$ cat config.mk
export PLATFORM = sky130hd
export DESIGN_NAME = fifo_uart_tx
export DESIGN_NICKNAME = d
export VERILOG_FILES = /design/src/rtl/fifo_uart_tx.sv
export SDC_FILE = /design/constraint.sdc
export NUM_CORES = 1
export LEC_CHECK = 0
export ABC_CLOCK_PERIOD_IN_PS = 3100
export BUFFER_PORTS_ARGS = -buffer_cell sky130_fd_sc_hd__buf_2
export CORE_MARGIN = 4
export CORE_UTILIZATION = 40
export CTS_CLUSTER_DIAMETER = 200
export CTS_CLUSTER_SIZE = 8
export DETAILED_ROUTE_END_ITERATION = 12
export PLACE_DENSITY = 0.57
export SYNTH_ARGS = -nofsm -noshare
export SYNTH_HDL_FRONTEND = slang
export SYNTH_SLANG_ARGS = --single-unit
$ cat constraint.sdc
create_clock -name clk -period 3.1 [get_ports clk]
set_clock_uncertainty 0.15 [all_clocks]
set_input_delay 0.31 -clock clk [delete_from_list [all_inputs] [get_ports clk]]
set_output_delay 0.31 -clock clk [all_outputs]
set_load 0.03 [all_outputs]
$ cat src/rtl/fifo_uart_tx.sv
// UART transmitter fed by an upstream FIFO. It issues one read per frame and serialises the byte 8N1, LSB first.
// Define FIFO_UART_TX_PARITY_EN to insert an even-parity bit between the data bits and the stop bit (8E1).
module fifo_uart_tx #(
  parameter int unsigned CLKS_PER_BIT = 16
) (
  input  logic        clk,
  input  logic        rst,
  input  logic        buf_empty,
  input  logic [7:0]  buf_out,
  output logic        rd_en,
  output logic        tx,
  output logic        busy,
  output logic        tx_done,
  output logic [15:0] byte_count
);

  localparam int unsigned CW = (CLKS_PER_BIT > 1) ? $clog2(CLKS_PER_BIT) : 1;
  localparam logic [CW-1:0] BAUD_MAX = CW'(CLKS_PER_BIT - 1);

  typedef enum logic [2:0] {
    IDLE,
    REQ,
    LOAD,
    START,
    DATA,
`ifdef FIFO_UART_TX_PARITY_EN
    PARITY,
`endif
    STOP
  } state_t;

  state_t        state;
  logic [CW-1:0] baud_cnt;
  logic [2:0]    bit_idx;
  logic [7:0]    shreg;
`ifdef FIFO_UART_TX_PARITY_EN
  logic          parity_bit;
`endif

  logic bit_end;
  assign bit_end = (baud_cnt == BAUD_MAX);

  // NOTE: all state and outputs are updated with non-blocking assignments in one clocked
  // block, so every output is a register and nothing reads a half-updated value.
  always_ff @(posedge clk) begin
    if (rst) begin
      state      <= IDLE;
      tx         <= 1'b1;
      rd_en      <= 1'b0;
      busy       <= 1'b0;
      tx_done    <= 1'b0;
      byte_count <= 16'd0;
      baud_cnt   <= '0;
      bit_idx    <= 3'd0;
      shreg      <= 8'h00;
`ifdef FIFO_UART_TX_PARITY_EN
      parity_bit <= 1'b0;
`endif
    end else begin
      rd_en   <= 1'b0;
      tx_done <= 1'b0;
      case (state)
        IDLE: begin
          baud_cnt <= '0;
          bit_idx  <= 3'd0;
          if (!buf_empty) begin
            state <= REQ;
            rd_en <= 1'b1;
            busy  <= 1'b1;
          end
        end
        // Read data appears the cycle after the strobe, so REQ is a pure wait state.
        REQ: state <= LOAD;
        LOAD: begin
          shreg    <= buf_out;
`ifdef FIFO_UART_TX_PARITY_EN
          parity_bit <= ^buf_out;
`endif
          tx       <= 1'b0;
          baud_cnt <= '0;
          state    <= START;
        end
        START: begin
          if (bit_end) begin
            baud_cnt <= '0;
            bit_idx  <= 3'd0;
            tx       <= shreg[0];
            shreg    <= {1'b0, shreg[7:1]};
            state    <= DATA;
          end else begin
            baud_cnt <= baud_cnt + CW'(1);
          end
        end
        DATA: begin
          if (bit_end) begin
            baud_cnt <= '0;
            if (bit_idx == 3'd7) begin
`ifdef FIFO_UART_TX_PARITY_EN
              tx    <= parity_bit;
              state <= PARITY;
`else
              tx    <= 1'b1;
              state <= STOP;
`endif
            end else begin
              bit_idx <= bit_idx + 3'd1;
              tx      <= shreg[0];
              shreg   <= {1'b0, shreg[7:1]};
            end
          end else begin
            baud_cnt <= baud_cnt + CW'(1);
          end
        end
`ifdef FIFO_UART_TX_PARITY_EN
        PARITY: begin
          if (bit_end) begin
            baud_cnt <= '0;
            tx       <= 1'b1;
            state    <= STOP;
          end else begin
            baud_cnt <= baud_cnt + CW'(1);
          end
        end
`endif
        STOP: begin
          if (bit_end) begin
            baud_cnt   <= '0;
            busy       <= 1'b0;
            tx_done    <= 1'b1;
            byte_count <= byte_count + 16'd1;
            state      <= IDLE;
          end else begin
            baud_cnt <= baud_cnt + CW'(1);
          end
        end
        default: begin
          state <= IDLE;
          tx    <= 1'b1;
          busy  <= 1'b0;
        end
      endcase
    end
  end

endmodule

# After elaboration in Yosys (flattened, before gate mapping)
# Cells that the tools add are included.
# W data, S select, Z words.
# totals
register_bits	38
mem_bits_ro	0
mem_bits_rw	0
memories	0
latch_bits	0
word_cells	69
input_bits	11
# classes
reduce_logical	16
muxes	24
n_addsub	3
n_mul	0
bitwise_logic	4
eq_ne	13
n_shift	0
div	0
order_cmp	0
# op_table
op	n
$mux W8	3
$pmux W8 S3	1
$mux W3	7
$pmux W3 S6	1
$add A16 B1 Y16 const B	1
$ne A2 B2 Y1 const B	6
$eq A3 B3 Y1 const B	3
$pmux W3 S3	1
$pmux W4 S2	1
$reduce_and A4 Y1	2
$mux W1	7
$eq A3 B2 Y1 const B	2
$reduce_and A3 Y1	2
$reduce_bool A3 Y1	2
$reduce_or A2 Y1	3
$reduce_or A3 Y1	2
$reduce_and A5 Y1	1
$add A4 B1 Y4 const B	1
$eq A4 B4 Y1 const B	1
$mux W4	1
$not A1 Y1	4
$pmux W1 S4	1
$reduce_or A4 Y1	1
$add A3 B1 Y3 const B	1
5 further kinds	5

# Longest topological paths before layout
# depth
depth_word	4
mapped_depth	8
mapped_depth_nobuf	6

# Worst setup path before layout
# OpenSTA, ideal clock, no wires.
# synth_timing
kind	flip-flop to flip-flop
startpoint	register baud_cnt[0]
endpoint	register byte_count[10]
slack_ns	0.818
arrival_time_ns	2.062
required_ns	2.880
stages_incl_launch_ff	7
period_less_slack_ns	2.282
setup_time_ns	0.070
path_cell_list	dfxtp_1 ha_1 nand2_1 or4_1 clkbuf_1 or4_1 a21oi_1
# synth_via
elab_chain_len	2
# synth_lines
item	line	source
from (decl)	33	logic [CW-1:0] baud_cnt;
from (signal assigned)	91	baud_cnt <= baud_cnt + CW'(1);
from (signal assigned)	111	baud_cnt <= baud_cnt + CW'(1);
from (signal assigned)	133	baud_cnt <= baud_cnt + CW'(1);
$eq A4 B4 Y1	41	assign bit_end = (baud_cnt == BAUD_MAX);
$reduce_and A2 Y1 (no line)	n/a	
to (signal assigned)	130	byte_count <= byte_count + 16'd1;
to (decl)	14	output logic [15:0] byte_count
# Every way passes these cells.
# A chain may end at the register's enable or synchronous reset.

# Final worst setup path
# layout_timing
startpoint	register baud_cnt[0]
endpoint	register byte_count[14]
# The elaborated chain is that of the path after synthesis.

==> metrics.md <==
| Metric | Value |
|---|---|
| Async SR Flop Fraction | 0 |
| Residual DRC | 0 |
| Crit path top cell by count | or4_1 |
| Post_cts resized | 0 |
| Fmax | 398 MHz |
| Worst min-delay path startpoint | buf_empty |
| Synth Flop Type | dfxtp_1 |
| Share of layout cells above drive strength 1 | 0.209 |
| Pins Over Slew Limit | 0 |
| EDFF count, synth | 0 |
| CP Max Fanout | 10 |
| Inserted Diodes | 0 |
| Fin crit share | 0.810 |
| Setup WS pre-CTS | 0.629 ns |
| Antenna-violating nets left | 0 |
| Crit path largest cell delay | 0.66 ns |
| PortBufs | 30 |
| Setup TNS | 0 ns |
| CTS clk-pin slew, worst paths | 0.08 ns |
| Routed length per instance | 13.7 µm |
| Delay-heaviest family, CP | simple AND/OR/NAND/NOR gates |
| Pwr Total | 0.987 mW |
| Met1 GRT Util | 0.207 |
| Commonest cells in the netlist | dfxtp_1, a21oi_1, nor2_1 |
| Worst reg2reg path startpoint | baud_cnt[0] |
| Net Count, Synth | 253 |
| Power Density | 432 nW/µm² |
| Vias in the first global route | 1635 |
| Row count | 25 |
| Synth top area cells | dfxtp_1, a21oi_1, o41ai_2 |
| Setup violators final | 0 |
| I/O pins | 31 |
| Clock latency on the worst-skew pair | 0.29 ns |
| FF-to-FF setup slack | 0.59 ns |
| First-pass DRT Iterations | 4 |
| Avg Inst Size Synth | 8.44 µm² |
| Yosys reg bits | 38 |
| H-tree levels | 2 |
| CP required | 3.17 ns |
| Yosys synthesis warning count | 0 |
| Hpwl dp | 3140 µm |
| Largest net degree at the start of global routing | 29 |
| R2R Path End | byte_count[14] |
| Routability cong. | 0.779 |
| Initial antenna violation count | 0 |
| Total gr overflow | 0 |
| Num CTS Buffers | 5 |
| Die outline width | 78.9 µm |
| Initial DRC count | 85 |
| HP Class | input port to flip-flop |
| Rel. slew slack | 0.649 |
| Hold path cells | 2 |
| Max-cap violations | 0 |
| Fin nets | 277 |
| Crit end category | flip-flop |
| Clock root buffer | clkbuf_8 |
| Yosys top cell area share | 0.379 |
| Yosys cell types | 42 |
| Synthesized cell area | 2010 µm² |
| Post-CTS Setup Repair Bufs | 0 |
| Static leakage | 0.873 nW |
| Met2 Use GR | 0.238 |
| Path length in cells of the critical path | 5 |
| Max IR drop VDD | 0.000251 V |
| DR vias/cell | 5.39 |
| Hold_buf cts | 0 |
| Via count | 1780 |
| CP Class | flip-flop to flip-flop |
| Crit-path cells | ha_1, nand2_1, or4_1, or4_1, a21oi_1 |
| Die Y | 78.9 µm |
| Clock power share | 0.365 |
| Pint | 0.725 mW |
| Area Overhead vs Synth | 13.6% |
| Worst path slowest cell | or4_1 |
| Status | finished clean |
| Layout Cells excl Fill | 330 |
| Max clock buf depth | 2 |
| Hold Fails Final Rpt | 0 |
| Net Switching | 0.262 mW |
| Final instance area | 2280 µm² |
| Area post-placement | 2190 µm² |
| WP buf/inv | 0 |
| Count leader, synth | dfxtp_1 |
| WP data arrival | 2.58 ns |
| Hold Path Sink | rd_en |
| Crit path time final | 2.51 ns |
| TritonCTS Sinks | 38 |
| First-pass GRT wire length | 7620 µm |
| GRT met3 Usage | 0.0272 |
| CTS tree | done |
| CP Launch Type | flip-flop |
| Setup ws final | 0.590 ns |
| All-Layer GR Usage | 0.151 |
| Core area | 4790 µm² |
| Yosys top cell by area | dfxtp_1 |
| Grt peak-use layer | met2 |
| Reg power frac | 0.524 |
| Initial Utilization | 0.420 |
| Routed wire length | 4510 µm |
| Logic gate share of total power | 0.111 |
| Syn Inst Count | 238 |
| Worst slew pin tran | 0.522 ns |
| Die area | 6220 µm² |
| Worst reg2reg path depth | 5 |
| Sequential share of the synthesized area | 0.379 |
| RSZ-0062 raised after global routing | false |
| Placed cells | 322 |
| Switching share of power | 0.266 |
layer usage:
metal  up-vias  wire (µm)
met1       816       2310
met5         -          0
met2        27       2010
li1        932          -
met4         0         46
met3         5        139
worst max path at each step:
stage / start / to / slack, ns
finish: baud_cnt[0] / byte_count[14] / 0.59
global placement: baud_cnt[0] / byte_count[12] / 0.67
global route: baud_cnt[0] / byte_count[14] / 0.42
CTS: baud_cnt[0] / byte_count[14] / 0.60
floorplan: baud_cnt[0] / byte_count[10] / 0.82
detailed placement: baud_cnt[0] / byte_count[12] / 0.63
cell usage in the layout (no fill, tap or decap), drive strengths merged, types with 2 or more instances in the layout:
master	count
and3	2
a31oi	2
nand4	12
clkbuf	6
or3	4
o41ai	7
dfxtp	38
nor3	16
mux2i	2
nor2	18
o31ai	5
nor2b	2
or4	7
a211oi	2
nand3	10
nor4	5
nand2	14
o21ai	6
ha	4
inv	5
a21oi	30
clkinv	3
and2	3
xnor2	7
mux2	2
a211o	2
buf	35
state kept, by name, indices dropped and copies added, names as in the netlist, 3 cells and up:
name and cells:
byte_count 16, shreg 8, baud_cnt 4, bit_idx 3, state 3
metrics by stage:
stage / util / hold WS [ns]
2_1_floorplan: - / 0.239
3_3_place_gp: 0.457 / 0.317
3_5_place_dp: 0.457 / 0.327
4_1_cts: 0.477 / 0.0791
5_1_grt: 0.477 / 0.0843
6_report: 0.477 / 0.0799
area by class of cell:
| cell class | instances | area (µm²) |
|---|---|---|
| inverters | 7 | 26.3 |
| clock buffers | 6 | 82.6 |
| multi-input cells | 175 | 1130 |
| fillers | 479 | 2500 |
| well taps | 67 | 83.8 |
| flip-flops and latches | 38 | 761 |
| repair buffers | 35 | 188 |
| clock inverters | 2 | 12.5 |
cell families after synthesis:
kind of cell,after synthesis,share of synthesized area
simple gates,99,0.267
compound gates,60,0.214
flops,38,0.379
buf+inv,25,0.0592
xor+xnor,8,0.0349
mux,4,0.0212
fa+ha+maj,4,0.0249
power by group through the flow:
stage | sequential, mW | clock, mW | combinational (mW)
floorplan | 0.529 | 0 | 0.0849
global placement | 0.529 | 0 | 0.112
detailed placement | 0.528 | 0 | 0.111
CTS | 0.517 | 0.370 | 0.111
global route | 0.519 | 0.390 | 0.122
finish | 0.517 | 0.360 | 0.110
(Power assumes the default switching activity.)
